$ cat config.mk
export PLATFORM = sky130hd
export DESIGN_NAME = fifo_wr_ctrl
export DESIGN_NICKNAME = d
export VERILOG_FILES = /design/src/rtl/fifo_wr_ctrl.sv
export SDC_FILE = /design/constraint.sdc
export NUM_CORES = 1
export LEC_CHECK = 0
export CORE_MARGIN = 4
export CORE_UTILIZATION = 25
export CTS_BUF_LIST = sky130_fd_sc_hd__clkbuf_4
export DETAILED_ROUTE_END_ITERATION = 7
export HOLD_SLACK_MARGIN = 0.06
export PLACE_DENSITY_LB_ADDON = 0.3
export SYNTH_ARGS = -nofsm -noshare
export SYNTH_HDL_FRONTEND = slang
export SYNTH_SLANG_ARGS = --single-unit
$ cat constraint.sdc
create_clock -name clk_i -period 8.8 [get_ports clk_i]
set_input_delay 0.88 -clock clk_i [delete_from_list [all_inputs] [get_ports clk_i]]
set_output_delay 0.88 -clock clk_i [all_outputs]
set_load 0.02 [all_outputs]
$ cat src/rtl/fifo_wr_ctrl.sv
// Write-side pointer controller for a dual-clock FIFO (write clock domain only).
// Latency: wr_en_o same cycle as wrreq_i; pointer/Gray/usedw/flags update at next edge; read pointer seen 3 edges later.
// Backpressure: requests are dropped while full_o is high and latch the sticky ovf_o flag.
module fifo_wr_ctrl #(
  parameter int AWIDTH    = 4,
  parameter int AFULL_LVL = 12
) (
  input  logic              clk_i,
  input  logic              rst_i,
  input  logic              wrreq_i,
  input  logic              ovf_clr_i,
  input  logic [AWIDTH:0]   rd_pntr_gray_i,
  output logic [AWIDTH:0]   wr_pntr_gray_o,
  output logic [AWIDTH-1:0] wr_addr_o,
  output logic              wr_en_o,
  output logic [AWIDTH:0]   usedw_o,
  output logic              full_o,
  output logic              almost_full_o,
  output logic              ovf_o
);

  localparam logic [AWIDTH:0] DEPTH     = {1'b1, {AWIDTH{1'b0}}};
  localparam logic [AWIDTH:0] AFULL_THR = AFULL_LVL[AWIDTH:0];

  logic [AWIDTH:0] wr_bin;
  logic [AWIDTH:0] wr_bin_next;
  logic [AWIDTH:0] rd_s1;
  logic [AWIDTH:0] rd_s2;
  logic [AWIDTH:0] rd_bin;
  logic [AWIDTH:0] fill_next;

  // Strobe is combinational so the producer gets a zero-cycle accept;
  // full_o is registered, so there is no loop through the flag logic.
  assign wr_en_o     = wrreq_i & ~full_o;
  assign wr_addr_o   = wr_bin[AWIDTH-1:0];
  assign wr_bin_next = wr_bin + {{AWIDTH{1'b0}}, wr_en_o};

  // Decode the synchronized Gray pointer: each bit is the XOR of itself and all higher bits
  always_comb begin
    rd_bin = '0;
    for (int k = 0; k <= AWIDTH; k++) begin
      rd_bin[k] = ^(rd_s2 >> k);
    end
  end

  // Modular difference stays correct when either pointer wraps
  assign fill_next = wr_bin_next - rd_bin;

  // Advance the binary pointer and its registered Gray copy together
  always_ff @(posedge clk_i or posedge rst_i) begin
    if (rst_i) begin
      wr_bin         <= '0;
      wr_pntr_gray_o <= '0;
    end else begin
      wr_bin         <= wr_bin_next;
      wr_pntr_gray_o <= wr_bin_next ^ (wr_bin_next >> 1);
    end
  end

  // Two-flop synchronizer; nothing sits between the async input and the first flop
  always_ff @(posedge clk_i or posedge rst_i) begin
    if (rst_i) begin
      rd_s1 <= '0;
      rd_s2 <= '0;
    end else begin
      rd_s1 <= rd_pntr_gray_i;
      rd_s2 <= rd_s1;
    end
  end

  // Fill level and flags follow the post-write pointer so full rises on the filling write
  always_ff @(posedge clk_i or posedge rst_i) begin
    if (rst_i) begin
      usedw_o       <= '0;
      full_o        <= 1'b0;
      almost_full_o <= 1'b0;
    end else begin
      usedw_o       <= fill_next;
      full_o        <= (fill_next == DEPTH);
      almost_full_o <= (fill_next >= AFULL_THR);
    end
  end

  // Sticky overflow: a dropped write sets it, and set beats a simultaneous clear
  always_ff @(posedge clk_i or posedge rst_i) begin
    if (rst_i) begin
      ovf_o <= 1'b0;
    end else if (wrreq_i && full_o) begin
      ovf_o <= 1'b1;
    end else if (ovf_clr_i) begin
      ovf_o <= 1'b0;
    end
  end

endmodule
Word level (Yosys, flattened, before mapping). Cells that the tools add are included.

Register bits after elaboration: 28. Bits of input ports: 9. Output and inout bits: 18.

Add/subtract/negate cells: 2. Magnitude comparators: 1. Eq/ne operators: 1. Mux-type cells: 2. Bitwise gates (word level): 3. Reductions and logical operators: 7.

Operator list (count): 5-bit XOR reduction (5); 5-bit by 1-bit adder with 5-bit output (1); 5-bit == test (second input constant) (1); 5-bit by 4-bit >= comparator with 1-bit output (second input constant) (1); 5-bit subtractor (1); 5-bit by 4-bit bitwise XOR with 5-bit output (1); 1-bit two-way mux (2); 2-bit nonzero test (1); 1-bit bitwise AND (1); 1-bit logical AND (1); 1-bit inverter (1).

Logic depth before layout (Yosys ltp).
Depth in word-level cells: 5. Mapped depth: 13. Depth with buffers taken out: 12.

Worst setup path before layout. OpenSTA, ideal clock, no wires.

Kind: input to register. Start: in wrreq_i. End: reg full_o. Setup time: 0.073 ns. Arrival: 3.465 ns. Slack: 5.262 ns. Stages: 12. Cell sequence: nand2b_1 inv_1 and2_1 ha_1 clkbuf_1 inv_1 xnor2_1 ha_1 o32ai_1 a31oi_1 or4_4 a21oi_2.

Cells in the longest elaborated chain, start to end: 4.

RTL lines: from (decl) (RTL line 10) `input logic wrreq_i,`; 1-bit bitwise AND (RTL line 34) `assign wr_en_o = wrreq_i & ~full_o;`; via wr_en_o (RTL line 15) `output logic wr_en_o,`; 5-bit by 1-bit adder with 5-bit output (RTL line 36) `assign wr_bin_next = wr_bin + {{AWIDTH{1'b0}}, wr_en_o};`; via wr_bin_next[1] (RTL line 26) `logic [AWIDTH:0] wr_bin_next;`; 5-bit subtractor (RTL line 47) `assign fill_next = wr_bin_next - rd_bin;`; 5-bit == test (RTL line 79) `full_o <= (fill_next == DEPTH);`; to (signal assigned) (RTL line 79); to (decl) (RTL line 17) `output logic full_o,`.

The timed path passes the listed nets, and every way through them passes these cells. A chain may end at the register's enable or synchronous reset.

Final worst setup path.
Start: in wrreq_i. End: reg full_o.

Cells in the longest elaborated chain, start to end: 4.

RTL lines (RTL line): 1-bit bitwise AND (34); 5-bit by 1-bit adder with 5-bit output (36); via wr_bin_next[1] (26); 5-bit subtractor (47); 5-bit == test (79).

The timed path passes the listed nets, and every way through them passes these cells.

==> key figures <==
CTS
  – # clock sinks: 27
  – Clock insertion delay at the later pin of the skew report: 0.32 ns
  – # resized after CTS: 0
  – Clock slew at reported path FFs: 0.13 ns
  – Hold-fix buffers at CTS: 0
  – Clock root cell: sky130_fd_sc_hd__clkbuf_4
  – Total setup buffers inserted after CTS: 0
  – CTS tree: done
  – H-tree depth reported by CTS: 1
  – Bufs on Longest Clock Path: 2
  – Total clock buffers created by CTS: 3

Timing
  – Final setup margin: 5.147 ns
  – Worst clock skew: 0.004623 ns
  – Worst Max-Slew Pin Slew: 0.9863 ns
  – Sum of negative setup slack: 0 ns
  – Worst max-slew margin expressed relative to the limit: about a third
  – Slew Limit Fails: 0
  – Period Utilization, post-route: 41.51%
  – Setup repair after global routing missed its margin: no
  – Final count of negative-setup-slack endpoints: 0
  – Maximum achievable frequency: 273.7 MHz
  – Post-layout minimum cycle time: 3.653 ns
  – Count of final hold-check violations: 0

Worst setup path
  – Worst-path maximum fanout: 12
  – Kind of critical path: input port to flip-flop
  – List of cells traversed by the critical path: clkdlybuf4s50_1, nand2b_1, inv_1, and2_1, ha_1, inv_1, xnor2_1, ha_1, o32ai_1, a31oi_1, or4_4, a21oi_2
  – Arrival time reported for the critical path endpoint: 3.92 ns
  – Capturing point of the worst reg2reg path: full_o$_DFF_PP0_
  – Critical path capture point type: flip-flop
  – Critical path's largest stage delay: 0.58 ns
  – Worst reg2reg path depth: 10
  – Cell at the slowest stage of the critical path: sky130_fd_sc_hd__or4_4
  – Required arrival time at the worst endpoint: 9.07 ns
  – Reg-to-reg slack, setup: 5.68 ns
  – Worst r2r src: rd_s2[2]$_DFF_PP0_
  – Startpoint type of the worst setup path: input port

Synth
  – Register bit total from synthesis: 27
  – Yosys synthesis warning count: 0
  – Unique cell type count in the Yosys netlist: 30
  – Register area share after synthesis: 56.60%
  – Synthesized area per cell: 12.06 um2
  – Library cell with the largest summed area after synthesis: sky130_fd_sc_hd__dfrtp_1
  – Synthesized netlist cell count: 99
  – Share of the synthesized area in the top cell type: a little under three fifths
  – Mapped cell area: 0.001194 mm2
  – Total nets after synthesis: 111
  – Most area-consuming cells after synthesis: sky130_fd_sc_hd__dfrtp_1 57%, sky130_fd_sc_hd__xnor2_1 8.1%, sky130_fd_sc_hd__ha_1 3.1%

Flow run
  – Max Cap Violations: 0

Route
  – Count of TritonRoute iterations in the first routing pass: 2
  – Total via count after detailed routing: between 700 and 800
  – Routed WL per cell: 12.42 um
  – # DRC: 0
  – Number of routed nets with antenna violations: 0
  – Wire length on met3: around 130 um
  – Initial detailed-routing violation count: 20
  – DRT met1 WL: 937 um
  – Detail-routed via count per cell: 4.313
  – Highest routing layer actually used: met4
  – Routed length on met2: 1130 um
  – Routed WL: between 2000 and 2500 um

Layout
  – Final core utilization: between 30% and 40%
  – Antenna fix cells: 0
  – Filler cells: 440
  – Multi-input logic area: 471.7 um2
  – Design Area, Final: approximately 0.0015 mm2
  – Total number of nets in the final design: 140
  – Area growth, synth to finish: 29.04%
  – Fraction of layout instances using a drive strength above 1: 7.874%
  – Sequential cell area in the final layout: 675.6 um2

Placement
  – PortBufs: 26
  – Half-perimeter wire length after detailed placement: 1757 um
  – Area post-placement: approximately 0.0015 mm2
  – Final Wtd Congestion: 0.8002
  – Worst setup slack after placement: 4.787 ns

Floorplan
  – Core outline area: roughly 0.0045 mm2
  – Die span in y: 77.10 um
  – I/O pin total: 27
  – Rows: 24
  – Die footprint: 0.005944 mm2
  – Initial core utilization: a little over a quarter
  – Die W: 77.10 um

Global routing
  – Grt ovf: 0
  – Via count of the first global-routing pass: 792
  – Global routing usage summed across all routing layers: 8.001%
  – Maximum number of pins on one net before global-route repair: 28
  – First-pass GRT wire length: approximately 3800 um
  – Number of antenna violations at the first check in global routing: 0

Pwr
  – Leakage: approximately 0.66 nW
  – Worst vdd rail ir drop: 0.1026 mV
  – Power density over the cells: 413.0 mW/mm2
  – Overall Power: about 0.00064 W

Hold path
  – Hold Path End: rd_s2[4]$_DFF_PP0_
  – Count of cells along the worst hold path: 0
  – Start point of the worst hold path: rd_s1[4]$_DFF_PP0_
  – Hold Path Class: flip-flop to flip-flop

Outcome
  – Result of the run: complete, no violations
[sequential cells by signal, indices dropped and copies added, names as in the netlist]
| register | cells |
|---|---|
| almost_full_o | 1 |
| full_o | 1 |
| ovf_o | 1 |
| rd_s1 | 5 |
| rd_s2 | 5 |
| usedw_o | 5 |
| wr_bin | 5 |
| wr_pntr_gray_o | 4 |
[stage by stage]
stage	hold slack [ns]	cells
2_1_floorplan	0.3312	99
3_3_place_gp	0.3349	175
3_5_place_dp	0.3355	175
4_1_cts	0.3673	179
5_1_grt	0.3784	179
6_report	0.3637	179
[Yosys cell counts]
library cell	number
sky130_fd_sc_hd__dfrtp_1	27
sky130_fd_sc_hd__xnor2_1	11
sky130_fd_sc_hd__inv_1	10
sky130_fd_sc_hd__a21oi_1	6
sky130_fd_sc_hd__nand2b_1	4
sky130_fd_sc_hd__nand3_1	4
sky130_fd_sc_hd__ha_1	3
sky130_fd_sc_hd__nand2_1	3
sky130_fd_sc_hd__nor2_1	3
sky130_fd_sc_hd__xor2_1	3
sky130_fd_sc_hd__a211oi_1	2
sky130_fd_sc_hd__a21oi_2	2
sky130_fd_sc_hd__nand3b_1	2
sky130_fd_sc_hd__o21ai_0	2
sky130_fd_sc_hd__o31ai_1	2
sky130_fd_sc_hd__a31oi_1	1
sky130_fd_sc_hd__and2_1	1
sky130_fd_sc_hd__clkbuf_1	1
sky130_fd_sc_hd__clkbuf_2	1
sky130_fd_sc_hd__mux2i_1	1
sky130_fd_sc_hd__nor2b_1	1
sky130_fd_sc_hd__nor3_1	1
sky130_fd_sc_hd__o21a_1	1
sky130_fd_sc_hd__o32ai_1	1
sky130_fd_sc_hd__or3b_2	1
sky130_fd_sc_hd__or4_1	1
sky130_fd_sc_hd__or4_4	1
sky130_fd_sc_hd__xnor2_2	1
sky130_fd_sc_hd__xnor3_1	1
sky130_fd_sc_hd__xor3_2	1
[worst max-delay path, delay by kind of cell]
kind                       cells  cell delay [ns]
AOI/OAI and AO/OA              3             0.57
xor gates and xnor gates       1             0.16
adders and majority gates      2             0.78
buffers and inverters          3             0.64
and+or+nand+nor                3             0.89
[layer usage]
metal  up-vias  global-route usage [%]
li1        386                       -
met2        18                   14.29
met1       363                   8.657
met5         -                       0
met3         5                   3.044
met4         0                   2.669
[worst max path at each step]
stage                       start               end  slack [ns]
final                     wrreq_i  full_o$_DFF_PP0_        5.15
after global routing      wrreq_i  full_o$_DFF_PP0_        4.99
after CTS                 wrreq_i  full_o$_DFF_PP0_        5.15
after detailed placement  wrreq_i  full_o$_DFF_PP0_        4.79
after global placement    wrreq_i  full_o$_DFF_PP0_        4.93
after floorplan           wrreq_i  full_o$_DFF_PP0_        5.26
[cell families (layout without fill, tap and decap cells)]
kind of cell / count (synthesis) / in the layout / share of synthesized area (%)
AOI/OAI and AO/OA: 17 / 17 / 9.225
xor gates and xnor gates: 17 / 17 / 15.62
adders and majority gates: 3 / 3 / 3.145
buffers and inverters: 12 / 40 / 3.878
DFF: 27 / 27 / 56.60
muxes: 1 / 1 / 0.8386
and+or+nand+nor: 22 / 22 / 10.69
[report_power, final]
part | internal (W) | total [W] | switching (W)
logic | 0.000178 | 0.000388 | 0.000210
registers | 0.000171 | 0.000193 | 0.0000225
clock network | 0.0000209 | 0.0000553 | 0.0000345
total | 0.000369 | 0.000636 | 0.000267
[layout make-up]
| cell class | count | area share, % |
|---|---|---|
| clock buffer | 4 | 1.950 |
| inverter | 10 | 2.437 |
| multi-input combinational | 60 | 30.63 |
| sequential | 27 | 43.87 |
| tap | 52 | 4.224 |
| timing repair buffer | 26 | 16.90 |
[cell usage in the layout, fill, tap and decap left out, types with 3 or more instances in the layout]
cell,n
sky130_fd_sc_hd__a21oi_1,6
sky130_fd_sc_hd__clkbuf_4,4
sky130_fd_sc_hd__clkdlybuf4s50_1,26
sky130_fd_sc_hd__dfrtp_1,27
sky130_fd_sc_hd__ha_1,3
sky130_fd_sc_hd__inv_1,10
sky130_fd_sc_hd__nand2_1,3
sky130_fd_sc_hd__nand2b_1,4
sky130_fd_sc_hd__nand3_1,4
sky130_fd_sc_hd__nor2_1,3
sky130_fd_sc_hd__xnor2_1,11
sky130_fd_sc_hd__xor2_1,3
No activity file was read; power rests on OpenSTA's default activity.
